`config.mk`:
```
export PLATFORM = sky130hd
export DESIGN_NAME = instr_loader
export DESIGN_NICKNAME = d
export VERILOG_FILES = /design/src/rtl/instr_loader_pkg.sv /design/src/rtl/instr_loader_prog_mem.sv /design/src/rtl/instr_loader.sv
export SDC_FILE = /design/constraint.sdc
export NUM_CORES = 1
export LEC_CHECK = 0
export ABC_AREA = 0
export CORE_MARGIN = 2
export CORE_UTILIZATION = 60
export CTS_CLUSTER_SIZE = 24
export DETAILED_ROUTE_END_ITERATION = 12
export GPL_ROUTABILITY_DRIVEN = 0
export PLACE_DENSITY = 0.79
export SYNTH_ARGS = -nofsm -noshare
export SYNTH_HDL_FRONTEND = slang
export SYNTH_SLANG_ARGS = --single-unit
```
`constraint.sdc`:
```
create_clock -name CLK -period 2.4 [get_ports CLK]
set_input_delay 0.48 -clock CLK [delete_from_list [all_inputs] [get_ports CLK]]
set_output_delay 0.48 -clock CLK [all_outputs]
set_load 0.1 [all_outputs]
```
`src/rtl/instr_loader_pkg.sv`:
```
// instr_loader_pkg: shared state encoding and default geometry for the instruction loader
package instr_loader_pkg;

   typedef enum logic [1:0] {
      IDLE = 2'd0,
      LOAD = 2'd1,
      RUN  = 2'd2,
      HALT = 2'd3
   } state_e;

   localparam int DEPTH_DEF = 16;
   localparam int AW_DEF    = 4;

endpackage

```
`src/rtl/instr_loader_prog_mem.sv`:
```
// prog_mem: DEPTH x 8 program store, synchronous write, combinational read
module prog_mem #(
   parameter int DEPTH = 16,
   parameter int AW    = 4
) (
   input  logic          clk_i,
   input  logic          we_i,
   input  logic [AW-1:0] waddr_i,
   input  logic [7:0]    wdata_i,
   input  logic [AW-1:0] raddr_i,
   output logic [7:0]    rdata_o
);

   logic [7:0] mem_q [DEPTH];

   // contents are intentionally not reset; the loader's length gates reachability
   always_ff @(posedge clk_i) begin
      if (we_i) mem_q[waddr_i] <= wdata_i;
   end

   assign rdata_o = mem_q[raddr_i];

endmodule

```
`src/rtl/instr_loader.sv`:
```
// instr_loader: loads a byte program from pins, then streams it to a CPU with stall support.
// Optional INSTR_LOADER_LOOP_EN: program repeats until LOAD_EN is raised, DONE never asserts.
module instr_loader
   import instr_loader_pkg::*;
#(
   parameter int DEPTH = DEPTH_DEF,
   parameter int AW    = AW_DEF
) (
   input  logic          CLK,
   input  logic          RESET_N,
   input  logic          LOAD_EN,
   input  logic [7:0]    DIN,
   input  logic          DIN_VALID,
   output logic          DIN_READY,
   input  logic          START,
   input  logic          STALL,
   output logic [7:0]    INSTRUCTION,
   output logic          WRITE_EN,
   output logic [AW-1:0] FETCH_ADDR,
   output logic          BUSY,
   output logic          DONE
);

   localparam logic [AW:0]   ONE_W   = (AW+1)'(1);
   localparam logic [AW:0]   DEPTH_W = (AW+1)'(DEPTH);
   localparam logic [AW-1:0] ONE_A   = AW'(1);

   state_e        state_q, state_d;
   logic [AW:0]   wr_ptr_q, wr_ptr_d;
   logic [AW:0]   len_q, len_d;
   logic [AW-1:0] rd_ptr_q, rd_ptr_d;
   logic [AW-1:0] fetch_q;
   logic [7:0]    instr_q;
   logic [7:0]    rdata;
   logic          wr_en;
   logic          issue;
   logic          last;

   prog_mem #(.DEPTH(DEPTH), .AW(AW)) u_mem (
      .clk_i   (CLK),
      .we_i    (wr_en),
      .waddr_i (wr_ptr_q[AW-1:0]),
      .wdata_i (DIN),
      .raddr_i (rd_ptr_q),
      .rdata_o (rdata)
   );

   // outputs: a word is issued in any RUN cycle without STALL; otherwise the last issued word is held
   always_comb begin
      DIN_READY   = (state_q == LOAD) && (wr_ptr_q < DEPTH_W);
      wr_en       = DIN_VALID && DIN_READY;
      issue       = (state_q == RUN) && !STALL;
      last        = ({1'b0, rd_ptr_q} == (len_q - ONE_W));
      WRITE_EN    = issue;
      INSTRUCTION = issue ? rdata : instr_q;
      FETCH_ADDR  = issue ? rd_ptr_q : fetch_q;
      BUSY        = (state_q == LOAD) || (state_q == RUN);
      DONE        = (state_q == HALT);
   end

   // next-state and pointer updates
   always_comb begin
      state_d  = state_q;
      wr_ptr_d = wr_ptr_q;
      len_d    = len_q;
      rd_ptr_d = rd_ptr_q;
      unique case (state_q)
         IDLE: begin
            if (LOAD_EN) begin
               state_d  = LOAD;
               wr_ptr_d = '0;
               len_d    = '0;
            end else if (START && (len_q != '0)) begin
               state_d  = RUN;
               rd_ptr_d = '0;
            end
         end
         LOAD: begin
            if (wr_en) begin
               wr_ptr_d = wr_ptr_q + ONE_W;
               len_d    = len_q + ONE_W;
            end
            if (!LOAD_EN) state_d = IDLE;
         end
         RUN: begin
            if (issue) begin
               rd_ptr_d = rd_ptr_q + ONE_A;
`ifdef INSTR_LOADER_LOOP_EN
               if (last) rd_ptr_d = '0;
`else
               if (last) state_d = HALT;
`endif
            end
`ifdef INSTR_LOADER_LOOP_EN
            if (LOAD_EN) state_d = IDLE;
`endif
         end
         HALT: begin
            if (LOAD_EN || START) state_d = IDLE;
         end
      endcase
   end

   // state register with synchronous active-low reset; output hold registers track what was shown
   always_ff @(posedge CLK) begin
      if (!RESET_N) begin
         state_q  <= IDLE;
         wr_ptr_q <= '0;
         len_q    <= '0;
         rd_ptr_q <= '0;
         fetch_q  <= '0;
         instr_q  <= 8'h00;
      end else begin
         state_q  <= state_d;
         wr_ptr_q <= wr_ptr_d;
         len_q    <= len_d;
         rd_ptr_q <= rd_ptr_d;
         fetch_q  <= FETCH_ADDR;
         instr_q  <= INSTRUCTION;
      end
   end

endmodule

```
# Word level (Yosys, flattened, before mapping)
# Memory sizes are Yosys's and may differ from the RTL's. A register that Yosys moved wholly into a read port is not among the register bits.
# Cells that the tools add are included.
# classes
addsub	4
magnitude_cmp	1
eq_ne	13
n_mux	22
n_reduce_logical	14
# ops
op	count
2-to-1 mux 4 bit	6
case mux 5 bit (2 select lines)	2
2-to-1 mux 5 bit	3
2-to-1 mux 2 bit	6
inequality test 2 bit, second input constant	6
adder 5 x 1 -> 5 bit, second input constant	2
2-to-1 mux 8 bit	1
case mux 2 bit (4 select lines)	1
case mux 4 bit (2 select lines)	1
equality test 4 x 5 -> 1 bit	1
less-than comparator 5 bit, second input constant	1
AND reduction 5 bit	1
nonzero test 5 bit	1
subtractor 5 x 1 -> 5 bit, second input constant	1
adder 4 x 1 -> 4 bit, second input constant	1
equality test 2 bit, second input constant	2
logical AND 1 bit	4
inequality test 2 x 1 -> 1 bit, second input constant	2
AND reduction 4 bit	1
nonzero test 2 bit	2
inequality test 3 bit, second input constant	1
AND reduction 3 bit	1
equality test 2 x 1 -> 1 bit, second input constant	1
logical NOT 2 bit	1
3 further kinds	5
# totals
ff_bits	28
mem_bits_rw	128
input_bits	14
output_inout_bits	16
word_cells	61
n_memories	1
# memory_table
name	depth	word_bits	rd	rd_clocked_by_memory_dff	write_ports	line_no	text
u_mem.mem_q	16	8	1	1	1	instr_loader_prog_mem.sv:14	logic [7:0] mem_q [DEPTH];

# Longest topological paths before layout
# logic_depth
ltp_word	7
ltp_mapped	9
depth_no_buf	7

# Cells and area by module
# Synthesis repeated with hierarchy kept, for this count alone.
# unflattened
cells_unflattened	368
hier_area_um2	6437.4
# modules_own_cells
module	n_inst	cells_each	area_each_um2
prog_mem	1	221	4987.3
instr_loader	1	147	1450.1

# Worst setup path after synthesis
# Ideal clock, no wire load.
# synth_timing
path_type	reg2out
startpoint	reg state_q[0]
endpoint	out INSTRUCTION[4]
t_arrival_ps	2838
t_required_ps	1920
slack_ps	-918
stages_incl_launch_ff	8
path_cell_list	dfxtp_1 > inv_1 > ha_1 > inv_1 > nor2_2 > buf_2 > nor2_1 > a21oi_1
# synth_between
elab_chain_cells	3
# synth_lines
element	line_no	text
start, declared	instr_loader.sv:28	state_e state_q, state_d;
start signal, assigned	instr_loader.sv:114	state_q <= state_d;
equality test 2 bit	instr_loader.sv:52	issue = (state_q == RUN) && !STALL;
logical AND 1 bit	instr_loader.sv:52	
2-to-1 mux 8 bit	instr_loader.sv:55	INSTRUCTION = issue ? rdata : instr_q;
end, declared	instr_loader.sv:17	output logic [7:0] INSTRUCTION,
# No other way between the ends.

==> flow_summary.toml <==
[worst_setup_path]
crit_type = "flip-flop to output pin"
critPathRequiredTime_ns = 1.92
crit_path_end_kind = "output pin"
path_max_fanout = 6
cp.arrival_ns = 2.53
cp-start-kind = "flip-flop"

[finish]
layout.nets = 509
final_cell_mix = "edfxtp_1 (128), buf_4 (39), nor2_1 (36), mux4_2 (32), dfxtp_1 (29)"
drive_gt1_frac = 0.370
fin_area_sq_um = 8470
final_common_cell = "edfxtp_1"
diodes = 0
areaGrowthSynthToFinish_pct = 26.6

[logic_synthesis]
yosysSeqAreaShare = 0.670
synth_area_leaders = "edfxtp_1 (57%), dfxtp_1 (9.6%), mux4_1 (6.3%)"
syn_area_sq_um = 6690
ys_ff_latch = 160
synthCells = 405
yosysWarnings = 0
synth_cell_types = 49
synth_fp_nets = 430
postSynthAreaPerCell_sq_um = 16.5
synth_top_area_cell = "edfxtp_1"
synth_top_area_frac = 0.575

[global_routing]
antenna_found_initial = 0
grt_pass1_wl_microns = 22100
grt_pass1_vias = 3771
overflow = 0
grt_usage = 0.263
grt_max_degree = 34

[die]
die_h_microns = 110
core_area_sq_um = 10800
pin_count = 30
fp-row-count = 38
start_util = 0.617
dieArea_sq_um = 12000
fp.dieW_microns = 110

[pwr]
power_density_nw_per_um2 = 873
leakage_nw = 2.86
peakVddDrop_mv = 0.845

[clock_network]
path_clk_slew_ns = 0.07
htreeDepth = 4
clockRootBuffer = "clkbuf_8"
cts_buffers = 17
insertion_delay_ns = 0.54
hold_buffers = 0
cts_tree = "yes"
clk_path_buf_depth = 2
cts_num_sinks = 160

[route]
drcViolationCount = 0
totalWireLength_microns = 15200
routed_via_density = 6.16
drtPass1Iterations = 5
wl_per_cell_microns = 23.8
drt_iter0_drc = 438
ant_nets = 0
num_vias = 3921

[sta]
setup_viol = 9
timing.final.crit_period_ns = 3.01
timing.final.ws_setup_ns = -0.613
hold_viol = 0
finalMaxSlewViolations = 0
tns_ns = -4.40
fin_crit_sh = 1.26
fmax_ghz = 0.332
finClkSkew_ns = 0.0112
timing.slew.headroom = 0.572
rsz0062_at_grt = "true"
worstMarginPinSlew_ns = 0.641

[placed_design]
port_buffers = 29
postPlaceCellArea_sq_um = 7450
hpwl_microns = 8490

[run_status]
outcome = "finished with violations"
violations = "setup timing"

[hold_path]
hold_path_class = "flip-flop to flip-flop"

[run]
drv_cap = 0
==> final cells by class <==
type | count | area (sq um)
Inverter | 10 | 40.0
Timing Repair Buffer | 81 | 991
Clock inverter | 15 | 143
Clock buffer | 17 | 414
Sequential cell | 160 | 4490
Tap cell | 140 | 175
Fill cell | 576 | 2370
Multi-Input combinational cell | 214 | 2210
==> synth_stat cells (all sizes together) <==
cell type,n
mux2i,10
a21o,1
nor4bb,1
a211oi,1
mux2,12
o211a,1
o21ai,10
o221a,1
a21oi,28
o211ai,2
nor3,6
xnor2,6
nand2,13
o31ai,1
buf,15
and3b,1
and2,4
nor4b,1
dfxtp,32
dlygate4sd1,1
ha,11
inv,10
nor4,2
or3,1
edfxtp,128
nand2b,2
mux4,32
clkbuf,5
a41oi,1
xnor3,1
a21boi,3
a2111o,1
nor2,43
a2bb2oi,1
xor2,5
nand4,4
nor2b,3
a22oi,1
nand3,4
==> timing repair <==
item / in CTS / in global routing
pin swaps: 15 / 10
gates cloned: 4 / 0
setup buffers: 12 / 8
endpoints found under the setup margin: 12 / 12
resized for setup: 58 / 19
==> registers in the layout (all words and copies together), names as in the netlist, named ones only <==
register,count
instr_q,8
fetch_q,4
wr_ptr_q,5
u_mem.mem_q,128
len_q,5
rd_ptr_q,4
state_q,2
==> where the power goes <==
| part | leakage, nW | switching [mW] | internal [mW] |
|---|---|---|---|
| sequential | 1.41 | 0.0733 | 3.08 |
| clock | 0.271 | 1.20 | 1.32 |
| combinational | 1.18 | 1.05 | 0.665 |
| total | 2.86 | 2.33 | 5.07 |
==> cells by family after synthesis <==
logic type,Yosys count,share of synthesized area
AO/OA/AOI/OAI,52,0.0496
XOR/XNOR,12,0.0178
buffers and inverters,31,0.0307
AND/OR/NAND/NOR,85,0.0593
flip-flops,160,0.670
adder cells (fa/ha/maj),11,0.0206
multiplexers,54,0.152
==> critical path, stage by stage, from the launching register on <==
cell	delay [ns]
dfxtp_4	0.39
buf_12	0.12
buf_12	0.12
mux4_2	0.52
mux2i_2	0.23
nor2_1	0.10
a21oi_2	0.14
buf_4	0.14
a21oi_4	0.05
buf_12	0.17
==> metal layers <==
metal | up-vias | share of wire | global-route usage
met5 | - | 0 | 0
met4 | 0 | 0.019 | 0.0850
met3 | 22 | 0.070 | 0.0741
met2 | 194 | 0.51 | 0.432
met1 | 1989 | 0.40 | 0.343
li1 | 1716 | - | -
==> through the flow <==
stage | std cells | power, mW | utilization | hold WS, ns | worst slack [ns]
global route | 637 | 7.66 | 0.781 | 0.573 | -0.705
detailed placement | 582 | 4.72 | 0.687 | 0.510 | -0.0461
global placement | 582 | 4.68 | 0.687 | 0.488 | -0.0207
CTS | 630 | 7.31 | 0.772 | 0.514 | -0.560
floorplan | 405 | 4.23 | - | 0.468 | -0.197
finish | 637 | 7.40 | 0.781 | 0.518 | -0.613
==> path summary, 6_finish.rpt <==
check | start | end | slack, ns | depth (start not counted)
min reg2reg | state_q[1]$_SDFFE_PN0P_ | state_q[1]$_SDFFE_PN0P_ | 0.52 | 2
max reg2reg | len_q[0]$_SDFFE_PN0P_ | flip-flop | 0.20 | 7
min | state_q[1]$_SDFFE_PN0P_ | state_q[1]$_SDFFE_PN0P_ | 0.52 | 2
max | flip-flop | INSTRUCTION[6] | -0.61 | 9
No activity file was read; power rests on OpenSTA's default activity.
